## src/rtl/parity_frame_receiver.sv

```systemverilog
// Serial receiver for a start/data/parity/stop frame, MSB first, with a
// parity check against the latched mode and a saturating error counter.
module parity_frame_receiver #(
  parameter int WIDTH       = 8,
  parameter int COUNT_WIDTH = 8
) (
  input  logic                   clk,
  input  logic                   reset,
  input  logic                   bit_enable,
  input  logic                   serial_in,
  input  logic                   parity_control,
  output logic [WIDTH-1:0]       output_word,
  output logic                   word_valid,
  output logic                   parity_error,
  output logic                   framing_error,
  output logic [COUNT_WIDTH-1:0] error_count
);

  localparam int CNT_W = $clog2(WIDTH + 1);

  typedef enum logic [1:0] {
    ST_IDLE  = 2'd0,
    ST_DATA  = 2'd1,
    ST_STOP  = 2'd2,
    ST_BREAK = 2'd3
  } state_t;

  state_t                 state_q, state_d;
  logic [WIDTH:0]         shreg_q, shreg_d;
  logic [CNT_W-1:0]       cnt_q, cnt_d;
  logic                   par_ctl_q, par_ctl_d;
  logic [WIDTH-1:0]       output_word_q, output_word_d;
  logic                   parity_error_q, parity_error_d;
  logic                   word_valid_q, word_valid_d;
  logic                   framing_error_q, framing_error_d;
  logic [COUNT_WIDTH-1:0] error_count_q, error_count_d;
  logic                   err_inc;

  always_ff @(posedge clk) begin
    if (reset) begin
      state_q         <= ST_IDLE;
      shreg_q         <= '0;
      cnt_q           <= '0;
      par_ctl_q       <= 1'b0;
      output_word_q   <= '0;
      parity_error_q  <= 1'b0;
      word_valid_q    <= 1'b0;
      framing_error_q <= 1'b0;
      error_count_q   <= '0;
    end else begin
      state_q         <= state_d;
      shreg_q         <= shreg_d;
      cnt_q           <= cnt_d;
      par_ctl_q       <= par_ctl_d;
      output_word_q   <= output_word_d;
      parity_error_q  <= parity_error_d;
      word_valid_q    <= word_valid_d;
      framing_error_q <= framing_error_d;
      error_count_q   <= error_count_d;
    end
  end

  always_comb begin
    state_d         = state_q;
    shreg_d         = shreg_q;
    cnt_d           = cnt_q;
    par_ctl_d       = par_ctl_q;
    output_word_d   = output_word_q;
    parity_error_d  = parity_error_q;
    word_valid_d    = 1'b0;
    framing_error_d = 1'b0;
    error_count_d   = error_count_q;

    // Errors are counted on the pulse cycle, so at most one step per frame.
    err_inc = (word_valid_q && parity_error_q) || framing_error_q;
    if (err_inc && (error_count_q != {COUNT_WIDTH{1'b1}}))
      error_count_d = error_count_q + COUNT_WIDTH'(1);

    if (bit_enable) begin
      case (state_q)
        ST_IDLE: begin
          if (!serial_in) begin
            par_ctl_d = parity_control;
            cnt_d     = '0;
            state_d   = ST_DATA;
          end
        end
        ST_DATA: begin
          shreg_d = {shreg_q[WIDTH-1:0], serial_in};
          cnt_d   = cnt_q + CNT_W'(1);
          if (cnt_q == CNT_W'(WIDTH)) state_d = ST_STOP;
        end
        ST_STOP: begin
          if (serial_in) begin
            output_word_d  = shreg_q[WIDTH:1];
            parity_error_d = (^shreg_q) != par_ctl_q;
            word_valid_d   = 1'b1;
            state_d        = ST_IDLE;
          end else begin
            framing_error_d = 1'b1;
            state_d         = ST_BREAK;
          end
        end
        ST_BREAK: begin
          // A line stuck low must return high before a new start bit counts.
          if (serial_in) state_d = ST_IDLE;
        end
        default: state_d = ST_IDLE;
      endcase
    end
  end

  assign output_word   = output_word_q;
  assign word_valid    = word_valid_q;
  assign parity_error  = parity_error_q;
  assign framing_error = framing_error_q;
  assign error_count   = error_count_q;

endmodule

```

## config.mk

```make
export PLATFORM = sky130hd
export DESIGN_NAME = parity_frame_receiver
export DESIGN_NICKNAME = d
export VERILOG_FILES = /design/src/rtl/parity_frame_receiver.sv
export SDC_FILE = /design/constraint.sdc
export NUM_CORES = 1
export LEC_CHECK = 0
export CORE_MARGIN = 2
export CORE_UTILIZATION = 56
export DETAILED_ROUTE_END_ITERATION = 7
export GPL_ROUTABILITY_DRIVEN = 0
export PLACE_DENSITY_LB_ADDON = 0.12
export SYNTH_ARGS = -nofsm -noshare
export SYNTH_HDL_FRONTEND = slang
export SYNTH_SLANG_ARGS = --single-unit
export TNS_END_PERCENT = 30
```

## constraint.sdc

```tcl
create_clock -name clk -period 3.95 [get_ports clk]
set_clock_uncertainty 0.2 [all_clocks]
set_input_delay 0.79 -clock clk [delete_from_list [all_inputs] [get_ports clk]]
set_output_delay 0.79 -clock clk [all_outputs]
set_load 0.01 [all_outputs]
```

==> impl_metrics.ini, run 1 <==
[outcome]
status = finished, final reports clean

[pwr]
p_leak_uw = 0.000662
vdd_ir_drop_max_uv = 340
p_per_area_nw_per_um2 = 331

[die]
die_w_um = 56.0
start_util = 0.600
die_area_um2 = 3140
die_h_um = 56.0
pin_count = 24
fp-row-count = 18
coreArea_um2 = 2520

[yosys]
syn_area_um2 = 1510
avgSynthCellArea_um2 = 8.51
ys_seq_area_frac = 0.463
synth_seq_cells = 35
async_reset_ff_frac = 0
yosysTopAreaCellShare = 0.463
synth.distinct_cells = 35
synth_flop_cell = dfxtp_1
synth-edff-count = 0
synth_nets = 186
ys_warn_count = 0
netlist.top_cell.by_area = dfxtp_1
yosys-top-cells-area = dfxtp_1 (46%), nand2_1 (9.4%), a21oi_1 (6.9%)
synth_cells = 178

[timing]
slew-limit-headroom = 0.194
rsz0062_at_grt = no
finalCritPeriodShare = 0.607
clock.fmax_ghz = 0.417
hold_viol_final = 0
worstMarginPinSlew_ns = 1.21
fin_crit_ns = 2.40
maxSlewViolCount = 0
setup_viol = 0
worst_hold_slack_ns = 0.262
setup_tns_ns = 0

[drt]
wl_met3_um = 112
ant_nets = 0
wire_per_inst_um = 12.8
drt_iter0_drc = 29
detail_route.first_pass.iterations = 4
finalWirelength_um = 2980
drc_errors = 0
dr_total_vias = 1253
wl_met2_um = 1470
vias_per_cell = 5.40
wl_met1_um = 1360
dr.max_layer_used = met4

[clocking]
tritoncts = yes
clock_tree.root_cell = clkbuf_4
cts_max_level = 2
cts_buffer_depth = 2
ctsHoldBuffers = 0
post_cts_buffers = 0
clk_latency_ns = 0.33
cts.sinks = 35
clk_pin_slew_worst_paths_ns = 0.10
cts_buffers = 5
ctsResizeCount = 0

[worst_setup_path]
crit_type = in2reg
cp.arrival_ns = 2.44
crit_required_ns = 3.99
cp_slowest_stage_delay_ns = 0.58
r2r_start = error_count[0]$_SDFFE_PP0P_
crit_fanout = 11
cpMaxStageDelayCell = clkdlybuf4s50_1
critical_path.endpoint_type = flip-flop
timing.rr.end = error_count[1]$_SDFFE_PP0P_
crit_chain = clkdlybuf4s50_1, nand2b_1, nor2_1, a22oi_1, nor2_1
r2r_cells = 5
reg2reg_slack_ns = 2.08
worst_path_most_repeated_cell = nor2_1
startpoint_type = input pin

[min_path]
holdPathEnd = output_word[2]$_SDFFE_PP0P_
min_from = output_word[2]$_SDFFE_PP0P_
hold_path_class = reg2reg
hold_depth = 2

[global_routing]
grt_pass1_vias = 1157
grtUsageTotal = 0.205
grt_pass1_wl_um = 5110
grt_remaining_overflow = 0
antenna_found_initial = 0
grt_max_degree = 36

[layout]
mostFrequentLayoutCell = nand2_1
drive_above_1_share = 0.0594
fin_nets = 209
synthToLayoutAreaGrowth_pct = 20.2
final_cell_area_um2 = 1820
diodes = 0
layoutNonFillerInstCount = 232
final_cell_mix = nand2_1 (38), dfxtp_1 (35), clkdlybuf4s50_1 (23), a21oi_1 (21), nor2_1 (17)

[placed_design]
place_area_um2 = 1750
dp.cells = 224
io_buffers = 23
dp_hpwl_um = 2190

[job]
cap_violations = 0
## flip-flops by register name, summed over array words and instances, names as in the netlist
register / count
cnt_q: 4
error_count: 8
framing_error: 1
output_word: 8
par_ctl_q: 1
parity_error: 1
shreg_q: 9
state_q: 2
word_valid: 1
## power by group
group	internal (uW)	switching [uW]	total, uW
sequential	355	3.24	358
clock	105	112	216
combinational	11.2	16.2	27.4
total	471	131	602
## kinds of logic after synthesis
logic type,synth area share
simple gates,0.242
xor+xnor,0.0901
fa+ha+maj,0.0248
mux,0.0264
buf+inv,0.0273
flops,0.463
compound gates,0.126
## synthesized netlist by cell type (all sizes together), types with 4 or more instances
master,instances
o21ai,4
dfxtp,35
buf,4
nand2b,4
xnor2,6
nor2,18
mux2i,4
nand2,38
a21oi,21
xor2,7
## worst max-delay path, delay by kind of cell
family / cells / cell delay (ns)
simple gates: 3 / 0.88
buf+inv: 1 / 0.58
compound gates: 1 / 0.19
## layer usage
layer  GRT usage  vias up
li1            -      642
met1       0.260      585
met2       0.326       22
met3      0.0628        4
met4      0.0816        0
met5           0        -
## stage by stage
| stage | total power, uW | util | setup slack [ns] |
|---|---|---|---|
| detailed placement | 394 | 0.694 | 1.24 |
| global route | 625 | 0.722 | 1.37 |
| CTS | 606 | 0.722 | 1.60 |
| finish | 602 | 0.722 | 1.55 |
| floorplan | 385 | - | 2.22 |
| global placement | 393 | 0.694 | 1.33 |
## worst max path at each step
stage / from / to / slack, ns / depth (start not counted)
after floorplan: bit_enable / output_word[0]$_SDFFE_PP0P_ / 2.22 / 5
after detailed placement: bit_enable / state_q[1]$_SDFFE_PP0P_ / 1.24 / 5
final: bit_enable / state_q[1]$_SDFFE_PP0P_ / 1.55 / 5
after global routing: bit_enable / state_q[1]$_SDFFE_PP0P_ / 1.37 / 5
after CTS: bit_enable / state_q[1]$_SDFFE_PP0P_ / 1.60 / 5
after global placement: bit_enable / state_q[1]$_SDFFE_PP0P_ / 1.33 / 5
## final cells by class
class                   instances  area [um2]
multi-input cells             133         772
fillers                       200         702
flip-flops and latches         35         701
repair buffers                 23         230
clock buffers                   8        68.8
well taps                      30        37.5
inverters                       3        11.3
Power figures use the tool's default switching activity.
==> run 2: changes to the inputs <==
- CORE_UTILIZATION: 56 -> 52
- clock period: 3.95 -> 2.26 ns (I/O delays scaled with it)
==> run 2 against run 1 <==
Compared with the run above:
- die area grew 7.1%
- critical path depth shrank 4
- via count grew 0.16%
- routed wire length shrank 3.4%
- largest cell class unchanged
==> impl_metrics.ini, run 2 (same netlist as run 1, synthesis figures left out) <==
[outcome]
status = finished, final reports clean

[min_path]
hold_depth = 2
hold_path_class = reg2reg
min_from = output_word[6]$_SDFFE_PP0P_
holdPathEnd = output_word[6]$_SDFFE_PP0P_

[drt]
detail_route.first_pass.iterations = 4
finalWirelength_um = 2880
ant_nets = 0
drc_errors = 0
vias_per_cell = 5.34
wire_per_inst_um = 12.3
drt_iter0_drc = 51
dr_total_vias = 1255

[clocking]
cts_buffer_depth = 2
clock_tree.root_cell = clkbuf_4
cts.sinks = 35
post_cts_buffers = 0
clk_pin_slew_worst_paths_ns = 0.10
tritoncts = yes
ctsHoldBuffers = 0
clk_latency_ns = 0.33
cts_buffers = 5
ctsResizeCount = 0
cts_max_level = 2

[worst_setup_path]
crit_type = reg2out
crit_chain = clkdlybuf4s50_1
cp-startpoint = error_count[2]$_SDFFE_PP0P_
startpoint_type = flip-flop
crit_fanout = 6
r2r_cells = 5
reg2reg_slack_ns = 0.44
cp_slowest_stage_delay_ns = 0.58
crit_family = buffers and inverters
timing.rr.end = error_count[1]$_SDFFE_PP0P_
worst-path-stages = 1
crit_required_ns = 1.61
r2r_start = error_count[0]$_SDFFE_PP0P_
path_buf_inv = 1
cp.arrival_ns = 1.35
cpMaxStageDelayCell = clkdlybuf4s50_1
critical_path.endpoint_type = primary output

[global_routing]
antenna_found_initial = 0
grtUsageTotal = 0.188
grt_pass1_vias = 1074
grt_pass1_wl_um = 4840
grt_remaining_overflow = 0
grt_max_degree = 36

[die]
die_w_um = 58.0
coreArea_um2 = 2760
start_util = 0.549
fp-row-count = 19
die_h_um = 58.0
die_area_um2 = 3360
pin_count = 24

[timing]
rsz0062_at_grt = no
maxSlewViolCount = 0
setup_tns_ns = 0
worstMarginPinSlew_ns = 0.398
finalCritPeriodShare = 0.884
hold_viol_final = 0
setup_viol = 0
clock.fmax_ghz = 0.501
slew-limit-headroom = 0.734
fin_crit_ns = 2.00

[pwr]
p_leak_uw = 0.000663
vdd_ir_drop_max_uv = 501
p_per_area_nw_per_um2 = 547
total_power_uw = 995

[placed_design]
io_buffers = 23
dp_hpwl_um = 2020

[layout]
synthToLayoutAreaGrowth_pct = 20.1
largest_register = shreg_q
drive_above_1_share = 0.0637
diodes = 0
largest_register_ffs = 9
fin_nets = 211
mostFrequentLayoutCell = nand2_1
final_cell_mix = nand2_1 (38), dfxtp_1 (35), clkdlybuf4s50_1 (23), a21oi_1 (21), nor2_1 (17)

[job]
cap_violations = 0
## run 2: changes by cell type in the layout (fill, tap and decap cells not counted)
cell,before,now
buf_4,0,2
clkbuf_1,1,2
clkbuf_8,2,0
clkinv_2,0,1
## run 2: metrics by stage
step	instances	utilization	worst slack [ns]	hold WS [ns]	instance area, um2
floorplan	178	-	0.591	0.254	1510
global placement	227	0.641	0.237	0.243	1770
detailed placement	227	0.641	0.215	0.251	1770
CTS	235	0.659	0.251	0.266	1820
global route	235	0.659	0.193	0.291	1820
finish	235	0.659	0.263	0.264	1820
## run 2: cell type report
| cell class | instances | area [um2] |
|---|---|---|
| flip-flops and latches | 35 | 701 |
| well taps | 31 | 38.8 |
| repair buffers | 25 | 245 |
| clock buffers | 7 | 45.0 |
| multi-input cells | 133 | 772 |
| clock inverters | 1 | 5.00 |
| fillers | 233 | 940 |
| inverters | 3 | 11.3 |
## run 2: power by group
| group | leakage, uW | switching [uW] | internal, uW |
|---|---|---|---|
| Clock | 0.0000293 | 197 | 121 |
| Sequential | 0.000282 | 5.68 | 620 |
| Combinational | 0.000352 | 28.7 | 21.8 |
| Total | 0.000663 | 232 | 763 |
## run 2: worst max-delay path by stage
stage	end	slack (ns)
floorplan	error_count[1]$_SDFFE_PP0P_	0.59
global placement	parity_error$_SDFFE_PP0P_	0.24
detailed placement	output_word[0]$_SDFFE_PP0P_	0.21
CTS	error_count[2]	0.25
global route	error_count[2]	0.19
finish	error_count[2]	0.26
## run 2: routing by layer
metal,wire (um),global-route usage,vias to the layer above
met5,0,0,-
met4,51,0.0831,0
met3,154,0.0737,8
met2,1320,0.276,30
met1,1360,0.244,569
li1,-,-,648
## run 2: worst reg2reg max path: cells and delay by family (launching register included)
| family | cells | cell delay, ns |
|---|---|---|
| fa+ha+maj | 1 | 0.25 |
| flops | 1 | 0.39 |
| compound gates | 1 | 0.37 |
| mux | 1 | 0.22 |
| simple gates | 2 | 0.27 |
